<file path="config.mk">
export PLATFORM = sky130hd
export DESIGN_NAME = result_reporter
export DESIGN_NICKNAME = d
export VERILOG_FILES = /design/src/rtl/result_reporter.sv
export SDC_FILE = /design/constraint.sdc
export NUM_CORES = 1
export LEC_CHECK = 0
export ABC_AREA = 0
export CAP_MARGIN = 20
export CORE_MARGIN = 5
export CORE_UTILIZATION = 59
export CTS_BUF_LIST = sky130_fd_sc_hd__clkbuf_4 sky130_fd_sc_hd__clkbuf_8 sky130_fd_sc_hd__clkbuf_16
export DETAILED_ROUTE_END_ITERATION = 12
export PLACE_DENSITY = 0.84
export SYNTH_ARGS = -nofsm -noshare
export SYNTH_HDL_FRONTEND = slang
export SYNTH_SLANG_ARGS = --single-unit
</file>
<file path="constraint.sdc">
create_clock -name clk -period 2.5 [get_ports clk]
set_clock_uncertainty 0.1 [all_clocks]
set_input_delay 0.5 -clock clk [delete_from_list [all_inputs] [get_ports clk]]
set_output_delay 0.5 -clock clk [all_outputs]
set_load 0.01 [all_outputs]
</file>
<file path="src/rtl/result_reporter.sv">
// result_reporter: core-run control and daisy-chained SPI result readout.
// Releases the hasher pool from reset on a job start, captures the first
// {match_flags, nonce} the pool reports, raises READY, and shifts the captured
// result out on the daisy SPI(1) bus while passing upstream bits through.
//
// Handshake: start is a one-cycle pulse; success_in/result_in are level
// signals sampled every clk, and result_in is only meaningful while
// success_in=1. The SPI pins are asynchronous and are synchronised before use.
module result_reporter #(
    parameter int RESULT_WIDTH = 40,
    parameter int SYNC_STAGES  = 2,
    parameter int CNT_WIDTH    = 6
) (
    input  logic                    clk,
    input  logic                    reset,
    input  logic                    start,
    input  logic                    success_in,
    input  logic [RESULT_WIDTH-1:0] result_in,
    input  logic                    sck1_in,
    input  logic                    sdi1_in,
    input  logic                    cs1_n_in,
    output logic                    sdo1_out,
    output logic                    core_reset_n_out,
    output logic                    ready_out
);

    // SYNC_STAGES must be at least 2 and 2^CNT_WIDTH must exceed RESULT_WIDTH.

    typedef enum logic [1:0] {
        ST_HALT = 2'd0,
        ST_RUN  = 2'd1,
        ST_DONE = 2'd2
    } state_t;

    localparam logic [CNT_WIDTH-1:0] CNT_FULL = CNT_WIDTH'(RESULT_WIDTH);
    localparam logic [CNT_WIDTH-1:0] CNT_MAX  = '1;

    // ------------------------------------------------------------------
    // Input synchronisers
    // ------------------------------------------------------------------
    logic [SYNC_STAGES-1:0] sck_sync_q;
    logic [SYNC_STAGES-1:0] sdi_sync_q;
    logic [SYNC_STAGES-1:0] cs_n_sync_q;
    logic                   sck_prev_q;
    logic                   cs_n_prev_q;

    logic sck_s;
    logic sdi_s;
    logic cs_n_s;
    logic sck_rise;
    logic cs_n_fall;
    logic cs_n_rise;

    // Synchroniser chains plus one delayed copy for edge detection; idle levels on reset.
    always_ff @(posedge clk) begin
        if (reset) begin
            sck_sync_q  <= '0;
            sdi_sync_q  <= '0;
            cs_n_sync_q <= '1;
            sck_prev_q  <= 1'b0;
            cs_n_prev_q <= 1'b1;
        end else begin
            sck_sync_q  <= {sck_sync_q[SYNC_STAGES-2:0], sck1_in};
            sdi_sync_q  <= {sdi_sync_q[SYNC_STAGES-2:0], sdi1_in};
            cs_n_sync_q <= {cs_n_sync_q[SYNC_STAGES-2:0], cs1_n_in};
            sck_prev_q  <= sck_sync_q[SYNC_STAGES-1];
            cs_n_prev_q <= cs_n_sync_q[SYNC_STAGES-1];
        end
    end

    assign sck_s     = sck_sync_q[SYNC_STAGES-1];
    assign sdi_s     = sdi_sync_q[SYNC_STAGES-1];
    assign cs_n_s    = cs_n_sync_q[SYNC_STAGES-1];
    assign sck_rise  = sck_s & ~sck_prev_q;
    assign cs_n_fall = ~cs_n_s & cs_n_prev_q;
    assign cs_n_rise = cs_n_s & ~cs_n_prev_q;

    // ------------------------------------------------------------------
    // Run-control state machine
    // ------------------------------------------------------------------
    state_t                  state_q;
    state_t                  state_d;
    logic                    core_reset_n_q;
    logic                    core_reset_n_d;
    logic                    ready_q;
    logic                    ready_d;
    logic                    capture_en;
    logic [RESULT_WIDTH-1:0] result_q;
    logic [RESULT_WIDTH-1:0] shift_q;
    logic [CNT_WIDTH-1:0]    bit_cnt_q;
    logic                    sdo_q;
    logic                    read_complete;

    // A readout only counts as complete once a full result has been clocked out.
    assign read_complete = cs_n_rise && (bit_cnt_q >= CNT_FULL);

    // State register and registered pool-reset / READY outputs.
    always_ff @(posedge clk) begin
        if (reset) begin
            state_q        <= ST_HALT;
            core_reset_n_q <= 1'b0;
            ready_q        <= 1'b0;
        end else begin
            state_q        <= state_d;
            core_reset_n_q <= core_reset_n_d;
            ready_q        <= ready_d;
        end
    end

    // Next state and next output values; start beats a same-cycle success.
    always_comb begin
        state_d        = state_q;
        core_reset_n_d = 1'b0;
        ready_d        = 1'b0;
        capture_en     = 1'b0;
        case (state_q)
            ST_HALT: begin
                if (start) begin
                    state_d        = ST_RUN;
                    core_reset_n_d = 1'b1;
                end
            end
            ST_RUN: begin
                core_reset_n_d = 1'b1;
                if (start) begin
                    // New job: pulse the pool reset for one cycle, stay in RUN.
                    core_reset_n_d = 1'b0;
                end else if (success_in) begin
                    capture_en     = 1'b1;
                    state_d        = ST_DONE;
                    core_reset_n_d = 1'b0;
                    ready_d        = 1'b1;
                end
            end
            ST_DONE: begin
                ready_d = 1'b1;
                if (read_complete) begin
                    state_d = ST_HALT;
                    ready_d = 1'b0;
                end
            end
            default: begin
                state_d = ST_HALT;
            end
        endcase
    end

    // Captured result register, written only on the winning success.
    always_ff @(posedge clk) begin
        if (reset) begin
            result_q <= '0;
        end else if (capture_en) begin
            result_q <= result_in;
        end
    end

    // ------------------------------------------------------------------
    // Daisy shift path
    // ------------------------------------------------------------------

    // Shift register and bit counter; a chip-select fall wins over a same-cycle sck rise.
    always_ff @(posedge clk) begin
        if (reset) begin
            shift_q   <= '0;
            bit_cnt_q <= '0;
        end else if (cs_n_fall) begin
            shift_q   <= (state_q == ST_DONE) ? result_q : '0;
            bit_cnt_q <= '0;
        end else if (sck_rise && !cs_n_s) begin
            shift_q <= {shift_q[RESULT_WIDTH-2:0], sdi_s};
            if (bit_cnt_q != CNT_MAX) begin
                bit_cnt_q <= bit_cnt_q + 1'b1;
            end
        end
    end

    // Registered serial output: MSB of the shift register.
    always_ff @(posedge clk) begin
        if (reset) begin
            sdo_q <= 1'b0;
        end else begin
            sdo_q <= shift_q[RESULT_WIDTH-1];
        end
    end

    assign sdo1_out         = sdo_q;
    assign core_reset_n_out = core_reset_n_q;
    assign ready_out        = ready_q;

endmodule

</file>
; Word-level counts from Yosys, hierarchy flattened
; Index checks and enable logic that the tools add are counted.
; W data, S select, Z words.
[op_classes]
n_addsub = 1
n_mul = 0
div_mod_pow = 0
n_eq_ne = 7
mux = 17
magnitude_cmp = 1
shift = 0
reduce_logical = 8
bitwise = 6
[op_table]
columns = op, count
row1 = $mux W40, 3
row2 = $mux W2, 4
row3 = $ne A2 B2 Y1 const B, 4
row4 = $mux W1, 7
row5 = $add A6 B1 Y6 const B, 1
row6 = $ge A6 B6 Y1 const B, 1
row7 = $ne A6 B6 Y1 const B, 1
row8 = $pmux W2 S3, 1
row9 = $pmux W1 S2, 2
row10 = $reduce_and A4 Y1, 1
row11 = $and A1 B1 Y1, 3
row12 = $not A1 Y1, 3
row13 = $eq A2 B1 Y1 const B, 1
row14 = $eq A2 B2 Y1 const B, 1
row15 = $logic_and A1 B1 Y1, 2
row16 = $logic_not A2 Y1, 1
row17 = $reduce_and A2 Y1, 1
row18 = $reduce_bool A2 Y1, 1
row19 = $reduce_or A2 Y1, 1
row20 = $logic_not A1 Y1, 1
[word_totals]
n_memories = 0
out_inout_bits = 3
ramBits = 0
rom_bits = 0
ff_bits = 99
in_bits = 47
latchBits = 0

; Logic depth before layout (Yosys ltp)
; Gate-level depths: netlist of run 1.
[logic_depth]
depth_word = 5
ltp_mapped = 7

; Least setup slack after synthesis of run 1
; OpenSTA, ideal clock, no wires.
[synth_path]
path_kind = input -> register
from = in reset
to = reg shift_q[34]
path_stages = 4
t_required_ps = 2262
path_buffers = 3
path_slack_ps = 982
arrival_ps = 1280
cell_sequence = clkbuf_1 clkbuf_1 clkbuf_1 a311oi_1
[synth_rtl]
columns = element, line_no
row1 = "start, declared", 15  ; input logic reset,
row2 = "end signal, assigned", 167  ; shift_q <= (state_q == ST_DONE) ? result_q : '0;
row3 = "end signal, assigned", 170  ; shift_q <= {shift_q[RESULT_WIDTH-2:0], sdi_s};
row4 = "end, declared", 89  ; logic [RESULT_WIDTH-1:0] shift_q;
; No word-level cell between the ends.

; Final worst setup path of run 1
[layout_path]
from = reg cs_n_sync_q[1]
to = reg state_q[0]
[layout_between]
elab_chain_cells = 4
[layout_lines]
columns = element, line_no
row1 = "start, declared", 43  ; logic [SYNC_STAGES-1:0] cs_n_sync_q;
row2 = "start signal, assigned", 65  ; cs_n_sync_q <= {cs_n_sync_q[SYNC_STAGES-2:0], cs1_n_in};
row3 = $and A1 B1 Y1, 76  ; assign cs_n_rise = cs_n_s & ~cs_n_prev_q;
row4 = $logic_and A1 B1 Y1, 95  ; assign read_complete = cs_n_rise && (bit_cnt_q >= CNT_FULL);
row5 = $ne A2 B2 Y1 (no line), n/a
row6 = $reduce_and A4 Y1 (no line), n/a
row7 = "end signal, assigned", 104  ; state_q <= state_d;
row8 = "end, declared", 81  ; state_t state_q;
; No other way between the ends.
; A chain may end at the register's enable or synchronous reset.

==> results of run 1 <==
area by class of cell:
class / instances / share of cell area
Multi-Input combinational cell: 340 / 0.396
Inverter: 7 / 0.00553
Clock buffer: 13 / 0.0350
Tap cell: 80 / 0.0211
Clock inverter: 2 / 0.00737
Sequential cell: 99 / 0.417
Timing Repair Buffer: 57 / 0.118
worst paths after layout:
check,end,slack (ns),cells after the start
max,state_q[0],0.67,4
min,cs_n_sync_q[1],0.34,1
max reg2reg,state_q[0],0.67,4
min reg2reg,cs_n_sync_q[1],0.34,1
critical path: stages, from the launching register on:
cell     delay [ns]
dfxtp_1        0.56
nand2_1        0.10
o31ai_1        0.50
and3_1         0.32
mux2i_1        0.19
cell families (layout without fill, tap and decap cells):
family | count (synthesis) | in the layout | synth area share
AOI/OAI and AO/OA | 94 | 94 | 0.141
DFF | 99 | 99 | 0.487
buffers and inverters | 46 | 79 | 0.0510
adders and majority gates | 6 | 6 | 0.0184
muxes | 6 | 6 | 0.0147
and+or+nand+nor | 230 | 230 | 0.279
xor gates and xnor gates | 4 | 4 | 0.00860
synthesized netlist by cell type, types with 2 or more instances:
master and instances:
nor4_2 18, nand2b_1 8, buf_4 4, nor4_1 4
inv_2 2, o211ai_1 2, buf_2 10, dfxtp_1 99
or2_2 3, a211oi_2 3, xor2_1 3, ha_1 6
a21oi_1 68, and3_1 5, nor2b_1 7, inv_1 5
nand3_1 17, nand2_1 98, nor2_1 66, mux2i_1 6
clkbuf_1 24, a311oi_1 16
registers in the layout, indices dropped and copies added (netlist names), 2 cells and up:
register     count
bit_cnt_q        6
result_q        40
state_q          2
sck_sync_q       2
cs_n_sync_q      2
shift_q         40
sdi_sync_q       2
power by group:
part,internal [mW],switching [mW],total (mW)
logic,0.217,0.289,0.506
registers,1.68,0.0561,1.73
clock network,0.534,0.508,1.04
total,2.43,0.853,3.28
metrics by stage:
step / hold WS, ns / util / total power [mW]
after global placement: 0.297 / 0.674 / 2.25
after detailed placement: 0.314 / 0.674 / 2.28
final: 0.335 / 0.704 / 3.28
after floorplan: 0.289 / - / 2.10
after CTS: 0.332 / 0.704 / 3.29
after global routing: 0.355 / 0.704 / 3.43
metal layers:
metal | vias to the layer above | global-route usage | share of wire | wire, µm
met4 | 0 | 0.0574 | 0.017 | 139
met3 | 12 | 0.0636 | 0.052 | 434
li1 | 1686 | - | - | -
met5 | - | 0 | 0 | 0
met1 | 1589 | 0.232 | 0.42 | 3480
met2 | 60 | 0.365 | 0.51 | 4270
cells in the final DEF, fill, tap and decap left out, types with 6 or more instances in the layout:
master,instances
a21oi_1,68
a311oi_1,16
buf_4,8
clkbuf_8,11
clkdlybuf4s50_1,48
dfxtp_1,99
ha_1,6
mux2i_1,6
nand2_1,98
nand2b_1,8
nand3_1,17
nor2_1,66
nor2b_1,7
nor4_2,18
==> flow_metrics.env, run 1 <==
export IMPL_insertion_delay_ns=0.36
export IMPL_crit_path_start_kind="flip-flop"
export IMPL_hold_buffers=0
export IMPL_dp_hpwl_mm=5.47
export IMPL_postCtsSetupBuffers=0
export IMPL_cts_tree="yes"
export IMPL_postSynth_topFlopCell="dfxtp_1"
export IMPL_fp_row_count=30
export IMPL_worstHoldStart="cs_n_sync_q[0]"
export IMPL_max_slew_margin=0.515
export IMPL_drtAntennaViolNets=0
export IMPL_syn_cell_area_mm2=0.00407
export IMPL_ys_seq_area_frac=0.487
export IMPL_yosys_top_cells_area="dfxtp_1 49%, nand2_1 9.0%, a21oi_1 8.4%"
export IMPL_wl_per_cell_um=13.9
export IMPL_syn_area_per_cell_um2=8.40
export IMPL_start_util=0.603
export IMPL_max_cap_violations=0
export IMPL_drc=0
export IMPL_dpl_instance_area_mm2=0.00455
export IMPL_antenna_found_initial=0
export IMPL_clk_path_buf_depth=2
export IMPL_grt_pass1_wl_mm=14.3
export IMPL_post_place_ws_ns=0.484
export IMPL_cts_sinks=99
export IMPL_path_clk_slew_ns=0.09
export IMPL_fp_dieH_um=93.1
export IMPL_grt_overflow_total=0
export IMPL_vias_per_cell=5.60
export IMPL_fmax_mhz=547
export IMPL_clockRootBuffer="clkbuf_8"
export IMPL_num_nets_final=567
export IMPL_cp_startpoint="cs_n_sync_q[1]"
export IMPL_io_buffers=49
export IMPL_grt_start_max_net_pins=57
export IMPL_yosysTopAreaCell="dfxtp_1"
export IMPL_cts_resized=0
export IMPL_worstPathArrival_ns=2.02
export IMPL_syn_inst=485
export IMPL_rsz0062_at_grt="false"
export IMPL_grt_pass1_vias=3270
export IMPL_gp_congestion=0.764
export IMPL_status="finished clean"
export IMPL_die_area_mm2=0.00866
export IMPL_p_leak_nw=1.69
export IMPL_synth_edff_count=0
export IMPL_vias=3347
export IMPL_setup_slack_ns=0.671
export IMPL_htree_num_levels=3
export IMPL_cp_max_fo=7
export IMPL_drt_wl_total_mm=8.33
export IMPL_slew_violations=0
export IMPL_crit_type="flip-flop to flip-flop"
export IMPL_design_area_mm2=0.00475
export IMPL_cp_required_ns=2.69
export IMPL_area_growth_syn_to_layout_pct=16.7
export IMPL_synth_warning_count=0
export IMPL_hold_violations=0
export IMPL_regArea_mm2=0.00198
export IMPL_die_w_um=93.1
export IMPL_post_synth_num_cell_types=33
export IMPL_postSynth_asyncResetShare=0
export IMPL_setup_tns_ns=0
export IMPL_fillerInstances=523
export IMPL_synth_nets=538
export IMPL_core_area_mm2=0.00676
export IMPL_r2r_start="cs_n_sync_q[1]"
export IMPL_multiInputGateArea_mm2=0.00188
export IMPL_layout_drive_gt1_share=0.102
export IMPL_ys_ff_latch=99
export IMPL_finalCriticalPeriod_ns=1.83
export IMPL_antenna_cells=0
export IMPL_hp_class="flip-flop to flip-flop"
export IMPL_yosysTopAreaCellShare=0.487
export IMPL_cts_buffers=9
export IMPL_ir_drop_mv=0.417
export IMPL_powerDensity_mw_per_mm2=691
export IMPL_grt_usage=0.204
export IMPL_fin_crit_sh=0.731
export IMPL_drt_iter0_markers=176
export IMPL_dpl_cell_count=583
export IMPL_final_setup_viol_count=0
export IMPL_stdcell_count=598
export IMPL_first_pass_iters=5
export IMPL_worst_slew_pin_transition_ns=0.727
export IMPL_end_kind="flip-flop"
export IMPL_ioPinCount=50
(Power assumes the default switching activity.)
==> run 2: changes to the inputs <==
CORE_UTILIZATION = 55   (was 59)
PLACE_DENSITY = 0.79   (was 0.84)
clock period = 1.7 ns   (was 2.5 ns; I/O delays follow)
==> run 2 against run 1 <==
  * Critical path type is now flip-flop to output port
  * Count of clock-buffer cells in the layout decreased by 2
  * Register-to-register slack got worse by 0.54 ns
  * Global-route usage decreased by 0.87 points
  * Worst hold slack got worse by 0.071 ns
  * Largest cell class unchanged
  * Die area increased by 6.5%
  * Wire length increased by 1.4%
  * Power increased by 45%
==> flow_metrics.env, run 2 (synthesis results as in run 1) <==
export IMPL_start_util=0.565
export IMPL_largestRegisters="result_q x40, shift_q x40, bit_cnt_q x6"
export IMPL_p_leak_nw=1.75
export IMPL_cts_buffers=9
export IMPL_critPathMaxStageDelay_ns=0.53
export IMPL_num_nets_final=577
export IMPL_dp_hpwl_mm=5.79
export IMPL_dpl_cell_count=612
export IMPL_finish_utilization=0.678
export IMPL_finalCriticalPeriod_ns=1.65
export IMPL_post_place_ws_ns=-0.0129
export IMPL_fp_row_count=31
export IMPL_setup_tns_ns=0
export IMPL_powerDensity_mw_per_mm2=976
export IMPL_worst_slew_pin_transition_ns=0.382
export IMPL_vias=3378
export IMPL_fp_dieH_um=96.1
export IMPL_insertion_delay_ns=0.35
export IMPL_drt_iter0_markers=158
export IMPL_clockRootBuffer="clkbuf_8"
export IMPL_hold_slack_ns=0.264
export IMPL_drtAntennaViolNets=0
export IMPL_antenna_found_initial=0
export IMPL_end_kind="output port"
export IMPL_vias_per_cell=5.40
export IMPL_drt_wl_total_mm=8.44
export IMPL_status="finished clean"
export IMPL_grt_start_max_net_pins=42
export IMPL_crit_slowest_cell="clkdlybuf4s50_1"
export IMPL_setup_slack_ns=0.0520
export IMPL_first_pass_iters=5
export IMPL_stdcell_count=626
export IMPL_cp_num_buf_inv=1
export IMPL_clk_path_buf_depth=2
export IMPL_grt_usage=0.195
export IMPL_final_common_cell="dfxtp_1"
export IMPL_worstPathArrival_ns=1.21
export IMPL_layout_drive_gt1_share=0.120
export IMPL_io_buffers=49
export IMPL_grt_overflow_total=0
export IMPL_cp_max_fo=1
export IMPL_critPathTopFamily="buffers and inverters"
export IMPL_gp_congestion=0.825
export IMPL_rsz0062_at_grt="false"
export IMPL_htree_num_levels=3
export IMPL_layout_common_cells="99 x dfxtp_1, 98 x nand2_1, 68 x a21oi_1"
export IMPL_fmax_mhz=607
export IMPL_core_area_mm2=0.00721
export IMPL_drc=0
export IMPL_max_cap_violations=0
export IMPL_antenna_cells=0
export IMPL_path_clk_slew_ns=0.08
export IMPL_path_cells="clkdlybuf4s50_1"
export IMPL_crit_path_start_kind="flip-flop"
export IMPL_slew_violations=0
export IMPL_fillerInstances=601
export IMPL_grt_pass1_vias=3332
export IMPL_crit_type="flip-flop to output port"
export IMPL_design_area_mm2=0.00489
export IMPL_cp_required_ns=1.26
export IMPL_ir_drop_mv=0.596
export IMPL_cts_sinks=99
export IMPL_multiInputGateArea_mm2=0.00189
export IMPL_area_growth_syn_to_layout_pct=20.1
export IMPL_cts_tree="yes"
export IMPL_dpl_instance_area_mm2=0.00470
export IMPL_die_w_um=96.1
export IMPL_ioPinCount=50
export IMPL_die_area_mm2=0.00923
export IMPL_grt_pass1_wl_mm=14.2
export IMPL_regArea_mm2=0.00198
export IMPL_hp_class="primary input to flip-flop"
export IMPL_power_total_mw=4.77
export IMPL_hold_buffers=0
export IMPL_fin_crit_sh=0.969
export IMPL_max_slew_margin=0.743
export IMPL_final_setup_viol_count=0
export IMPL_hold_violations=0
export IMPL_wl_per_cell_um=13.5
## run 2: cell count changes in the layout (fill, tap and decap cells not counted), sizes merged
cell	delta
buf	+10
clkbuf	-2
clkinv	+1
## run 2: worst paths after layout
| check | start | to | slack, ns | cells past startpoint |
|---|---|---|---|---|
| max | ready_out | ready_out | 0.05 | 1 |
| min reg2reg | cs_n_sync_q[0] | cs_n_sync_q[1] | 0.34 | 1 |
| min | reset | result_q[19] | 0.26 | 2 |
| max reg2reg | cs_n_sync_q[1] | shift_q[17] | 0.13 | 5 |
## run 2: cell type report
cell class,count,share of cell area
clock buffers,11,0.0297
multi-input cells,340,0.386
well taps,99,0.0253
flip-flops and latches,99,0.405
repair buffers,67,0.140
inverters,7,0.00537
clock inverters,3,0.00818
## run 2: layer usage
metal | vias to the layer above | track usage | part of all wire
met4 | 0 | 0.0829 | 0.016
met5 | - | 0 | 0
met1 | 1592 | 0.220 | 0.45
li1 | 1709 | - | -
met2 | 65 | 0.357 | 0.50
met3 | 12 | 0.0344 | 0.035
## run 2: power breakdown
group | internal, mW | total (mW) | switching [mW]
combinational | 0.353 | 0.782 | 0.430
clock | 0.717 | 1.44 | 0.726
sequential | 2.47 | 2.55 | 0.0806
## run 2: timing repair
item                                    in CTS  in global routing
gates resized for setup                      0                  1
endpoints found under the setup margin       0                  1
buffers inserted                             0                  0
